$ cat config.mk
export PLATFORM = sky130hd
export DESIGN_NAME = radio
export DESIGN_NICKNAME = d
export VERILOG_FILES = /design/src/rtl/radio_pkg.sv /design/src/rtl/radio_bit_timer.sv /design/src/rtl/radio.sv
export SDC_FILE = /design/constraint.sdc
export NUM_CORES = 1
export LEC_CHECK = 0
export ABC_CLOCK_PERIOD_IN_PS = 2400
export BUFFER_PORTS_ARGS = -buffer_cell sky130_fd_sc_hd__buf_2
export CORE_AREA = 3 3 55 57
export DETAILED_ROUTE_END_ITERATION = 10
export DIE_AREA = 0 0 58 60
export GPL_TIMING_DRIVEN = 1
export PLACE_DENSITY = 0.76
export SYNTH_ARGS = -nofsm -noshare
export SYNTH_HDL_FRONTEND = slang
export SYNTH_SLANG_ARGS = --single-unit
$ cat constraint.sdc
create_clock -name clk -period 2.4 [get_ports clk]
set_input_delay 0.12 -clock clk [delete_from_list [all_inputs] [get_ports clk]]
set_output_delay 0.12 -clock clk [all_outputs]
set_load 0.01 [all_outputs]
$ cat src/rtl/radio_pkg.sv
// radio_pkg: shared types and constants for the radio serial link engine.
//   tx_state_e  - transmit FSM states (idle / shifting a word out)
//   rx_state_e  - receive FSM states (idle / sampling a word in)
//   IDLE_LINE   - level driven on Tx whenever no word is being sent
package radio_pkg;

   typedef enum logic {
      TX_IDLE  = 1'b0,
      TX_SHIFT = 1'b1
   } tx_state_e;

   typedef enum logic {
      RX_IDLE   = 1'b0,
      RX_SAMPLE = 1'b1
   } rx_state_e;

   localparam logic IDLE_LINE = 1'b1;

endpackage

$ cat src/rtl/radio_bit_timer.sv
// radio_bit_timer: bit-period divider for one serial path.
// Counts 0..CLKS_PER_BIT-1 and wraps; tick is high during the last cycle of
// each bit period, so the edge that ends a tick cycle is a bit boundary.
//   clk    in  system clock
//   rst_n  in  asynchronous active-low reset
//   clear  in  hold the divider at 0 (path idle)
//   tick   out last cycle of the current bit period
module radio_bit_timer #(
   parameter int CLKS_PER_BIT = 1
) (
   input  logic clk,
   input  logic rst_n,
   input  logic clear,
   output logic tick
);

   localparam int CW = (CLKS_PER_BIT > 1) ? $clog2(CLKS_PER_BIT) : 1;
   localparam logic [CW-1:0] LAST = CW'(CLKS_PER_BIT - 1);

   logic [CW-1:0] cnt_q;
   logic [CW-1:0] cnt_d;

   always_comb begin
      cnt_d = cnt_q;
      if (clear || (cnt_q == LAST)) begin
         cnt_d = '0;
      end else begin
         cnt_d = cnt_q + 1'b1;
      end
   end

   // With CLKS_PER_BIT=1 the counter is pinned at 0 and every cycle ticks.
   assign tick = (cnt_q == LAST);

   always_ff @(posedge clk or negedge rst_n) begin
      if (!rst_n) begin
         cnt_q <= '0;
      end else begin
         cnt_q <= cnt_d;
      end
   end

endmodule

$ cat src/rtl/radio.sv
// radio: minimal full-duplex raw serial link engine (no start/stop bits).
// TX: a send pulse in idle latches tx_data and shifts it out on Tx LSB first,
//     one bit per CLKS_PER_BIT cycles; busy covers the whole word.
// RX: while receive is high, Rx is sampled in the last cycle of each bit
//     period, LSB first; each completed word lands on rx_data with a
//     one-cycle rx_valid pulse. Dropping receive discards a partial word.
// enable low forces both paths idle at the next edge; rx_data is kept.
//   clk, rst_n        clock / asynchronous active-low reset
//   enable            block enable
//   send, tx_data     transmit request and word
//   busy, Tx          transmit in progress, serial output (registered)
//   receive, Rx       receive window (level) and serial input
//   rx_data, rx_valid last completed word and its update strobe
// Rx is used without a synchronizer; add one outside if it is asynchronous.
module radio
   import radio_pkg::*;
#(
   parameter int DATA_WIDTH   = 8,
   parameter int CLKS_PER_BIT = 1
) (
   input  logic                  clk,
   input  logic                  rst_n,
   input  logic                  enable,
   input  logic                  send,
   output logic                  busy,
   input  logic                  receive,
   input  logic [DATA_WIDTH-1:0] tx_data,
   output logic [DATA_WIDTH-1:0] rx_data,
   output logic                  rx_valid,
   output logic                  Tx,
   input  logic                  Rx
);

   localparam int BW = (DATA_WIDTH > 1) ? $clog2(DATA_WIDTH) : 1;
   localparam logic [BW-1:0] LAST_BIT = BW'(DATA_WIDTH - 1);

   // ---------------- transmit path ----------------
   tx_state_e             tx_state_q, tx_state_d;
   logic [DATA_WIDTH-1:0] tx_shift_q, tx_shift_d;
   logic [BW-1:0]         tx_bit_q,   tx_bit_d;
   logic                  tx_line_q,  tx_line_d;
   logic                  tx_clear;
   logic                  tx_tick;

   // The divider only runs while a word is on the line.
   assign tx_clear = (tx_state_q != TX_SHIFT) || !enable;

   radio_bit_timer #(.CLKS_PER_BIT(CLKS_PER_BIT)) u_tx_timer (
      .clk   (clk),
      .rst_n (rst_n),
      .clear (tx_clear),
      .tick  (tx_tick)
   );

   always_comb begin
      tx_state_d = tx_state_q;
      tx_shift_d = tx_shift_q;
      tx_bit_d   = tx_bit_q;
      tx_line_d  = tx_line_q;
      if (!enable) begin
         tx_state_d = TX_IDLE;
         tx_bit_d   = '0;
         tx_line_d  = IDLE_LINE;
      end else begin
         case (tx_state_q)
            TX_IDLE: begin
               tx_bit_d  = '0;
               tx_line_d = IDLE_LINE;
               if (send) begin
                  tx_state_d = TX_SHIFT;
                  tx_shift_d = tx_data;
                  tx_line_d  = tx_data[0];
               end
            end
            TX_SHIFT: begin
               // send is ignored here; a request is only seen in TX_IDLE.
               if (tx_tick) begin
                  if (tx_bit_q == LAST_BIT) begin
                     tx_state_d = TX_IDLE;
                     tx_bit_d   = '0;
                     tx_line_d  = IDLE_LINE;
                  end else begin
                     tx_shift_d = tx_shift_q >> 1;
                     tx_line_d  = tx_shift_q[1];
                     tx_bit_d   = tx_bit_q + 1'b1;
                  end
               end
            end
            default: begin
               tx_state_d = TX_IDLE;
               tx_line_d  = IDLE_LINE;
            end
         endcase
      end
   end

   always_ff @(posedge clk or negedge rst_n) begin
      if (!rst_n) begin
         tx_state_q <= TX_IDLE;
         tx_shift_q <= '0;
         tx_bit_q   <= '0;
         tx_line_q  <= IDLE_LINE;
      end else begin
         tx_state_q <= tx_state_d;
         tx_shift_q <= tx_shift_d;
         tx_bit_q   <= tx_bit_d;
         tx_line_q  <= tx_line_d;
      end
   end

   assign busy = (tx_state_q == TX_SHIFT);
   assign Tx   = tx_line_q;

   // ---------------- receive path ----------------
   rx_state_e             rx_state_q, rx_state_d;
   logic [DATA_WIDTH-1:0] rx_shift_q, rx_shift_d;
   logic [DATA_WIDTH-1:0] rx_data_q,  rx_data_d;
   logic [BW-1:0]         rx_bit_q,   rx_bit_d;
   logic                  rx_valid_q, rx_valid_d;
   logic                  rx_run;
   logic                  rx_tick;

   // The entry edge is already the first cycle of bit 0, so the divider is
   // released as soon as the window opens rather than after entering SAMPLE.
   assign rx_run = enable && receive;

   radio_bit_timer #(.CLKS_PER_BIT(CLKS_PER_BIT)) u_rx_timer (
      .clk   (clk),
      .rst_n (rst_n),
      .clear (!rx_run),
      .tick  (rx_tick)
   );

   always_comb begin
      rx_state_d = rx_state_q;
      rx_shift_d = rx_shift_q;
      rx_data_d  = rx_data_q;
      rx_bit_d   = rx_bit_q;
      rx_valid_d = 1'b0;
      if (!rx_run) begin
         // Window closed or block disabled: drop any partial word.
         rx_state_d = RX_IDLE;
         rx_bit_d   = '0;
      end else begin
         rx_state_d = RX_SAMPLE;
         if (rx_tick) begin
            rx_shift_d = {Rx, rx_shift_q[DATA_WIDTH-1:1]};
            if (rx_bit_q == LAST_BIT) begin
               rx_data_d  = rx_shift_d;
               rx_valid_d = 1'b1;
               rx_bit_d   = '0;
            end else begin
               rx_bit_d = rx_bit_q + 1'b1;
            end
         end
      end
   end

   always_ff @(posedge clk or negedge rst_n) begin
      if (!rst_n) begin
         rx_state_q <= RX_IDLE;
         rx_shift_q <= '0;
         rx_data_q  <= '0;
         rx_bit_q   <= '0;
         rx_valid_q <= 1'b0;
      end else begin
         rx_state_q <= rx_state_d;
         rx_shift_q <= rx_shift_d;
         rx_data_q  <= rx_data_d;
         rx_bit_q   <= rx_bit_d;
         rx_valid_q <= rx_valid_d;
      end
   end

   assign rx_data  = rx_data_q;
   assign rx_valid = rx_valid_q;

endmodule

==> impl_metrics.env, run 1 <==
export IMPL_status="finished clean"
export IMPL_syn_to_final_growth_pct=13.8
export IMPL_placed_area_sq_mm=0.00160
export IMPL_cp_end_kind="flop"
export IMPL_seq_area_sq_um=827
export IMPL_grt_pass1_wl_mm=3.85
export IMPL_antenna_cells=0
export IMPL_fin_crit_sh_pct=73.3
export IMPL_synth_cell_type_count=23
export IMPL_drive_gt1_share_pct=48.5
export IMPL_post_cts_buffers=0
export IMPL_whs_ns=0.0501
export IMPL_cp_arrival_ns=1.99
export IMPL_fin_skew_ns=0.00759
export IMPL_nets=150
export IMPL_worstMarginPinSlew_ns=0.700
export IMPL_grt_pass1_vias=863
export IMPL_synth_edf_count=0
export IMPL_ys_warnings_count=0
export IMPL_yosys_top_cells_area="dfrtp_1 54%, mux2_2 15%, mux2_4 7.1%"
export IMPL_seqPwrFrac_pct=59.9
export IMPL_combPwrFrac_pct=15.4
export IMPL_final_max_slew_viol_count=0
export IMPL_grt_busiest_layer="met2"
export IMPL_synth_most_common_cell="dfrtp_1"
export IMPL_clkPwrFrac_pct=24.7
export IMPL_criticalPathCategory="flop to flop"
export IMPL_via_per_inst=5.30
export IMPL_synth_commonest_cells="32 x dfrtp_1, 20 x mux2_2, 7 x mux2_4, 6 x nor2_1, 5 x ha_1"
export IMPL_place_hpwl_mm=1.65
export IMPL_synthArstFlopShare_pct=100
export IMPL_coreArea_sq_mm=0.00252
export IMPL_synth_area_sq_mm=0.00147
export IMPL_post_route_cell_area_sq_mm=0.00168
export IMPL_grt_max_degree=34
export IMPL_htree_levels=2
export IMPL_place_congestion=0.654
export IMPL_ios=25
export IMPL_setup_violations_final=0
export IMPL_antenna_found_initial=0
export IMPL_cts_buffers_inserted=5
export IMPL_layout_setup_ws_ns=0.641
export IMPL_rows=18
export IMPL_pre_cts_slack_ns=0.620
export IMPL_rsz0062_at_grt="false"
export IMPL_path_max_fanout=7
export IMPL_dp_cells=152
export IMPL_drt_pass1_iter_count=4
export IMPL_cts_sinks=33
export IMPL_path_clk_slew_ns=0.10
export IMPL_drtAntennaViolNets=0
export IMPL_syn_instance_count=101
export IMPL_grt_usage_pct=15.4
export IMPL_max_freq_ghz=0.569
export IMPL_hold_viol=0
export IMPL_drc=0
export IMPL_switching_share_pct=25.9
export IMPL_grt_util_met1_pct=18.1
export IMPL_p_int_mw=0.883
export IMPL_multi_input_area_sq_um=606
export IMPL_portBuffers=24
export IMPL_grtUsageMet2_pct=24.0
export IMPL_drt_iter0_drc=8
export IMPL_fillerInstances=194
export IMPL_clockRootBuffer="clkbuf_4"
export IMPL_vdd_drop_max_mv=0.546
export IMPL_p_switching_mw=0.309
export IMPL_wl_per_cell_um=13.8
export IMPL_cp_start_kind="flop"
export IMPL_maxCapViolCount=0
export IMPL_synth_top_area_share_pct=54.4
export IMPL_min_delay_path_class="input port to flop"
export IMPL_clock_path_buffers=2
export IMPL_die_y_um=60
export IMPL_avgSynthCellArea_sq_um=14.6
export IMPL_power_density_mw_per_mm2=711
export IMPL_tritoncts="yes"
export IMPL_via_count=858
export IMPL_synth_seq_area_share_pct=56.2
export IMPL_netlist_top_cell_by_area="dfrtp_1"
export IMPL_wl_mm=2.23
export IMPL_ys_flop_type="dfrtp_1"
export IMPL_ys_ff_latch=33
export IMPL_stdcell_count=162
export IMPL_critPathRequiredTime_ns=2.63
export IMPL_gr_total_overflow=0
export IMPL_start_util_pct=58.4
export IMPL_post_route_min_period_ns=1.76
export IMPL_met3_usage_pct=7.34
export IMPL_dieArea_sq_mm=0.00348
export IMPL_final_setup_tns_ns=0
export IMPL_dieWidth_um=58
export IMPL_clk_latency_ns=0.34
export IMPL_p_leak_nw=0.898
export IMPL_relSlewSlack_pct=53.3
power groups by stage:
stage	clock network (mW)	registers, mW	logic [mW]
after floorplan	0	0.698	0.154
after CTS	0.312	0.715	0.186
after detailed placement	0	0.725	0.185
after global routing	0.338	0.729	0.204
final	0.294	0.715	0.183
after global placement	0	0.718	0.177
worst max-delay path: stages, from the launching register on:
cell and delay (ns):
dfrtp_1 0.41, ha_1 0.22, ha_1 0.22, o31ai_4 0.42
mux2_2 0.39
worst paths after layout:
check | startpoint | to | slack [ns] | depth (start not counted)
max | tx_bit_q[0] | tx_shift_q[1] | 0.64 | 4
min | receive | rx_bit_q[1] | 0.05 | 3
max reg2reg | tx_bit_q[0] | tx_shift_q[1] | 0.64 | 4
min reg2reg | rx_data[4] | rx_data[4] | 0.51 | 1
max in group asynchronous | rst_n | rx_bit_q[2] | 1.59 | 2
min in group asynchronous | rst_n | rx_shift_q[1] | 0.36 | 2
final cells by class:
| class | instances | area share [%] |
|---|---|---|
| Tap cell | 30 | 2.24 |
| Clock inverter | 3 | 1.04 |
| Sequential cell | 33 | 49.3 |
| Timing Repair Buffer | 26 | 8.36 |
| Inverter | 3 | 0.672 |
| Clock buffer | 5 | 2.24 |
| Multi-Input combinational cell | 62 | 36.1 |
stage by stage:
step	utilization [%]	power [mW]
final	66.5	1.19
after global routing	66.5	1.27
after CTS	66.1	1.21
after detailed placement	63.5	0.910
after global placement	63.5	0.895
after floorplan	-	0.852
layer usage:
metal  part of all wire [%]  routed length, um
met2                     46               1030
met4                    1.9                 42
met3                    6.3                140
met5                      0                  0
met1                     46               1020
kinds of logic after synthesis:
| logic type | Yosys count | synth area share (%) |
|---|---|---|
| AOI/OAI and AO/OA | 8 | 4.16 |
| adders and majority gates | 5 | 4.25 |
| buffers and inverters | 7 | 2.97 |
| DFF | 33 | 56.2 |
| muxes | 31 | 25.1 |
| other | 1 | 0.255 |
| and+or+nand+nor | 16 | 7.05 |
repair_timing:
item	4_1_cts	5_1_grt
hold buffers	1	1
resized for setup	0	0
endpoints found under the hold margin	32	1
flip-flops by register name, indices dropped and copies added (netlist names):
signal,cells
busy,1
rx_data,8
rx_valid,1
u_rx_timer.cnt_q,1
tx_bit_q,3
rx_bit_q,3
Tx,1
rx_shift_q,7
u_tx_timer.cnt_q,1
tx_shift_q,7
placed cells by master, fill, tap and decap left out, types with 4 or more instances in the layout:
master / Yosys / routed
dfrtp_1: 32 / 32
mux2i_1: 4 / 4
mux2_2: 20 / 20
ha_1: 5 / 5
mux2_4: 7 / 7
clkbuf_4: 0 / 5
buf_2: 2 / 24
nor2_1: 6 / 6
(Power assumes the default switching activity.)
==> run 2: changes to the inputs <==
ABC_CLOCK_PERIOD_IN_PS = 1800   (was 2400)
CORE_AREA = 3 3 57 59   (was 3 3 55 57)
DIE_AREA = 0 0 60 62   (was 0 0 58 60)
PLACE_DENSITY = 0.71   (was 0.76)
clock period = 1.8 ns   (was 2.4 ns; I/O delays follow)
==> impl_metrics.env, run 2 (synthesized netlist as in run 1, its figures left out) <==
export IMPL_status="finished clean"
export IMPL_drt_iter0_drc=22
export IMPL_pre_cts_slack_ns=0.0443
export IMPL_largest_reg_flops=8
export IMPL_antenna_cells=0
export IMPL_vdd_drop_max_mv=0.880
export IMPL_die_y_um=62
export IMPL_layout_setup_ws_ns=0.0826
export IMPL_rows=19
export IMPL_dieWidth_um=60
export IMPL_place_congestion=0.712
export IMPL_cts_buffers_inserted=5
export IMPL_final_cell_mix="32 x dfrtp_1, 24 x buf_2, 20 x mux2_2"
export IMPL_htree_levels=2
export IMPL_cp_arrival_ns=1.94
export IMPL_grt_pass1_vias=800
export IMPL_antenna_found_initial=0
export IMPL_syn_to_final_growth_pct=14.2
export IMPL_hold_depth=3
export IMPL_place_hpwl_mm=1.62
export IMPL_ios=25
export IMPL_seqPwrFrac_pct=59.2
export IMPL_wl_mm=2.28
export IMPL_cts_sinks=33
export IMPL_drc=0
export IMPL_start_util_pct=53.4
export IMPL_maxCapViolCount=0
export IMPL_clock_path_buffers=2
export IMPL_post_cts_buffers=0
export IMPL_clockRootBuffer="clkbuf_4"
export IMPL_grt_pass1_wl_mm=3.71
export IMPL_fin_skew_ns=0.00722
export IMPL_criticalPathCategory="flop to flop"
export IMPL_combPwrFrac_pct=15.9
export IMPL_p_leak_nw=0.904
export IMPL_portBuffers=24
export IMPL_dieArea_sq_mm=0.00372
export IMPL_path_clk_slew_ns=0.10
export IMPL_final_setup_tns_ns=0
export IMPL_fillerInstances=233
export IMPL_cp_end_kind="flop"
export IMPL_via_count=861
export IMPL_drive_gt1_share_pct=48.1
export IMPL_path_max_fanout=7
export IMPL_coreArea_sq_mm=0.00276
export IMPL_post_route_min_period_ns=1.72
export IMPL_final_max_slew_viol_count=0
export IMPL_via_per_inst=5.25
export IMPL_drt_pass1_iter_count=2
export IMPL_gr_total_overflow=0
export IMPL_critPathRequiredTime_ns=2.03
export IMPL_p_switching_mw=0.410
export IMPL_fin_crit_sh_pct=95.4
export IMPL_relSlewSlack_pct=52.9
export IMPL_power_density_mw_per_mm2=946
export IMPL_tritoncts="yes"
export IMPL_nets=151
export IMPL_multi_input_area_sq_um=606
export IMPL_seq_area_sq_um=827
export IMPL_whs_ns=0.0277
export IMPL_hold_viol=0
export IMPL_wl_per_cell_um=13.9
export IMPL_r2r_cells=4
export IMPL_setup_violations_final=0
export IMPL_drtAntennaViolNets=0
export IMPL_cp_start_kind="flop"
export IMPL_grt_usage_pct=14.2
export IMPL_power_mw=1.59
export IMPL_rsz0062_at_grt="false"
export IMPL_clk_latency_ns=0.33
export IMPL_fin_util_pct=61.0
export IMPL_min_delay_path_class="input port to flop"
export IMPL_p_int_mw=1.18
export IMPL_worstMarginPinSlew_ns=0.707
export IMPL_reg2reg_slack_ns=0.08
export IMPL_final_common_cell="dfrtp_1"
export IMPL_switching_share_pct=25.7
export IMPL_clkPwrFrac_pct=24.9
export IMPL_grt_max_degree=34
export IMPL_max_freq_ghz=0.582
run 2: layout make-up:
type	instances	share of cell area [%]
Timing Repair Buffer	27	8.78
Clock buffer	6	2.46
Inverter	3	0.670
Tap cell	31	2.31
Clock inverter	2	0.595
Sequential cell	33	49.2
Multi-Input combinational cell	62	36.0
run 2: worst paths after layout:
| check | from | endpoint |
|---|---|---|
| min in group asynchronous | rst_n | tx_shift_q[7] |
| setup reg to reg | tx_bit_q[0] | tx_shift_q[3] |
| hold reg to reg | rx_data[3] | rx_data[3] |
| max in group asynchronous | rst_n | rx_data[3] |
| setup / recovery | tx_bit_q[0] | tx_shift_q[3] |
| hold / removal | receive | rx_bit_q[0] |
run 2: routing by layer:
metal / share of wire, % / routed length (um) / GRT usage, %
met4: 0.75 / 17 / 5.70
met5: 0 / 0 / 0
met1: 45 / 1020 / 16.9
met3: 7.9 / 181 / 7.02
met2: 47 / 1060 / 22.2
run 2: what timing repair did:
action                                  4_1_cts  5_1_grt
hold buffers                                  2        0
hold endpoints to repair                     34        0
resized for setup                             0        0
endpoints found under the setup margin        0        6
run 2: worst max-delay path: stages (launching register included):
cell and delay, ns:
dfrtp_1 0.41, ha_1 0.23, ha_1 0.23, o31ai_4 0.36
mux2_2 0.38
run 2: power groups by stage:
stage / clock, mW / combinational, mW / sequential, mW
after floorplan: 0 / 0.205 / 0.930
after global placement: 0 / 0.243 / 0.951
after detailed placement: 0 / 0.252 / 0.960
after CTS: 0.408 / 0.257 / 0.945
after global routing: 0.444 / 0.276 / 0.960
final: 0.396 / 0.252 / 0.943
run 2: metrics by stage:
stage / cells / instance area [sq um]
after floorplan: 102 / 1480
final: 164 / 1680
after global placement: 154 / 1610
after detailed placement: 154 / 1610
after global routing: 164 / 1680
after CTS: 164 / 1680
==> run 3: changes to the inputs <==
CELL_PAD_IN_SITES_DETAIL_PLACEMENT = 0   (was not set)
CELL_PAD_IN_SITES_GLOBAL_PLACEMENT = 1   (was not set)
CORE_AREA = 3 3 61 63   (was 3 3 57 59)
DIE_AREA = 0 0 64 66   (was 0 0 60 62)
PLACE_DENSITY = 0.73   (was 0.71)
SYNTH_HIERARCHICAL = 1   (was not set)
==> impl_metrics.env, run 3 <==
export IMPL_path_clk_slew_ns=0.09
export IMPL_avgSynthCellArea_sq_um=14.0
export IMPL_netlist_top_cell_by_area="dfrtp_1"
export IMPL_syn_instance_count=101
export IMPL_cts_sinks=33
export IMPL_reg2reg_slack_ns=0.11
export IMPL_min_delay_path_class="input port to flop"
export IMPL_hold_viol=0
export IMPL_clockRootBuffer="clkbuf_4"
export IMPL_synth_area_sq_mm=0.00142
export IMPL_p_int_mw=1.18
export IMPL_ys_flop_type="dfrtp_1"
export IMPL_power_density_mw_per_mm2=928
export IMPL_final_common_cell="dfrtp_1"
export IMPL_wl_mm=2.19
export IMPL_via_per_inst=4.73
export IMPL_switching_share_pct=23.9
export IMPL_p_switching_mw=0.370
export IMPL_dieArea_sq_mm=0.00422
export IMPL_cp_arrival_ns=1.90
export IMPL_combPwrFrac_pct=14.2
export IMPL_criticalPathCategory="flop to flop"
export IMPL_maxCapViolCount=0
export IMPL_synth_top_area_share_pct=56.4
export IMPL_post_cts_buffers=0
export IMPL_synth_edf_count=0
export IMPL_grt_pass1_vias=856
export IMPL_placed_area_sq_mm=0.00160
export IMPL_final_cell_mix="32 x dfrtp_1, 28 x mux2_2, 24 x buf_2"
export IMPL_synth_cell_type_count=21
export IMPL_synthArstFlopShare_pct=100
export IMPL_clk_latency_ns=0.32
export IMPL_drive_gt1_share_pct=47.4
export IMPL_setup_violations_final=0
export IMPL_max_freq_ghz=0.592
export IMPL_portBuffers=24
export IMPL_post_route_cell_area_sq_mm=0.00167
export IMPL_grt_usage_pct=12.3
export IMPL_rsz0062_at_grt="true"
export IMPL_dieWidth_um=64
export IMPL_rows=21
export IMPL_drt_pass1_iter_count=4
export IMPL_yosys_top_cells_area="dfrtp_1 56%, mux2_2 22%, ha_1 3.5%"
export IMPL_clock_path_buffers=2
export IMPL_synth_net_count=119
export IMPL_tritoncts="yes"
export IMPL_antenna_cells=0
export IMPL_stdcell_count=179
export IMPL_status="finished clean"
export IMPL_nets=151
export IMPL_syn_to_final_growth_pct=17.8
export IMPL_synth_most_common_cell="dfrtp_1"
export IMPL_grt_pass1_wl_mm=3.90
export IMPL_ios=25
export IMPL_ys_warnings_count=6
export IMPL_relSlewSlack_pct=52.9
export IMPL_final_max_slew_viol_count=0
export IMPL_cts_buffers_inserted=5
export IMPL_place_hpwl_mm=1.61
export IMPL_critPathRequiredTime_ns=2.01
export IMPL_coreArea_sq_mm=0.00328
export IMPL_start_util_pct=43.2
export IMPL_worstMarginPinSlew_ns=0.707
export IMPL_drc=0
export IMPL_dp_cells=170
export IMPL_grt_max_degree=34
export IMPL_p_leak_nw=0.867
export IMPL_ys_ff_latch=33
export IMPL_gr_total_overflow=0
export IMPL_path_max_fanout=7
export IMPL_htree_levels=2
export IMPL_post_route_min_period_ns=1.69
export IMPL_synth_seq_area_share_pct=58.3
export IMPL_fin_skew_ns=0.00613
export IMPL_synth_commonest_cells="32 x dfrtp_1, 28 x mux2_2, 7 x nor2_1, 5 x mux2i_1"
export IMPL_drt_iter0_drc=39
export IMPL_place_congestion=0.714
export IMPL_seqPwrFrac_pct=59.6
export IMPL_wl_per_cell_um=12.2
export IMPL_largest_reg_flops=8
export IMPL_die_y_um=66
export IMPL_cp_start_kind="flop"
export IMPL_vdd_drop_max_mv=0.493
export IMPL_antenna_found_initial=0
export IMPL_fin_crit_sh_pct=93.8
export IMPL_post_cts_resized=0
export IMPL_via_count=846
export IMPL_clkPwrFrac_pct=26.1
export IMPL_drtAntennaViolNets=0
export IMPL_cp_end_kind="flop"
[run 3: cell count changes in the layout (fill, tap and decap cells not counted), sizes merged, moves of 2 or more]
cell,previous run,this run
clkinv,2,0
nand4b,2,0
nor3,3,1
a21oi,2,0
[run 3: path summary, 6_finish.rpt]
kind | from | cells past startpoint | end
worst max register to register | tx_bit_q[0] | 5 | tx_shift_q[1]
max in group asynchronous | rst_n | 2 | rx_data[5]
worst max-delay path | tx_bit_q[0] | 5 | tx_shift_q[1]
worst min-delay path | enable | 2 | Tx
worst min register to register | rx_data[3] | 1 | rx_data[3]
min in group asynchronous | rst_n | 2 | tx_shift_q[2]
[run 3: stage by stage]
stage,util [%],hold WS [ns],TNS [ns],setup slack (ns),total power [mW]
detailed placement,48.6,0.189,0,0.0644,1.17
global route,50.9,0.0649,-0.00811,-0.00674,1.65
CTS,50.9,0.0408,0,0.0545,1.58
global placement,48.6,0.186,0,0.111,1.15
finish,50.9,0.0550,0,0.112,1.55
floorplan,-,-0.206,0,0.184,1.08
[run 3: worst max-delay path, stage by stage, from the launching register on]
cell     delay (ns)
dfrtp_1        0.37
ha_1           0.15
ha_1           0.17
and2b_1        0.24
a31oi_4        0.27
mux2_2         0.38
[run 3: repair_timing]
item,4_1_cts,5_1_grt
setup endpoints to repair,0,7
hold endpoints to repair,33,0
hold buffers,2,0
[run 3: logic make-up after synthesis]
kind of cell	Yosys count	synth area share [%]
flip-flops	33	58.3
adder cells (fa/ha/maj)	4	3.53
buffers and inverters	7	2.12
AND/OR/NAND/NOR	16	6.00
AO/OA/AOI/OAI	6	3.79
other	2	0.529
multiplexers	33	25.7
[run 3: layout make-up]
type | instances | area [sq um]
flip-flops and latches | 33 | 827
fillers | 296 | 1610
multi-input cells | 61 | 562
inverters | 4 | 15.0
repair buffers | 28 | 155
clock buffers | 7 | 55.1
well taps | 46 | 57.6
[run 3: power by group through the flow]
stage               Sequential [mW]  Combinational (mW)  Clock (mW)
floorplan                     0.922               0.163           0
global placement              0.937               0.213           0
detailed placement            0.943               0.223           0
CTS                           0.927               0.226       0.426
global route                  0.944               0.246       0.461
finish                        0.925               0.221       0.405
[run 3: per-layer routing]
layer | GRT usage [%] | wire length, um | vias up
met5 | 0 | 0 | -
met4 | 6.47 | 29 | 0
met3 | 3.74 | 129 | 4
met2 | 21.2 | 1060 | 21
met1 | 13.8 | 969 | 407
li1 | - | - | 414
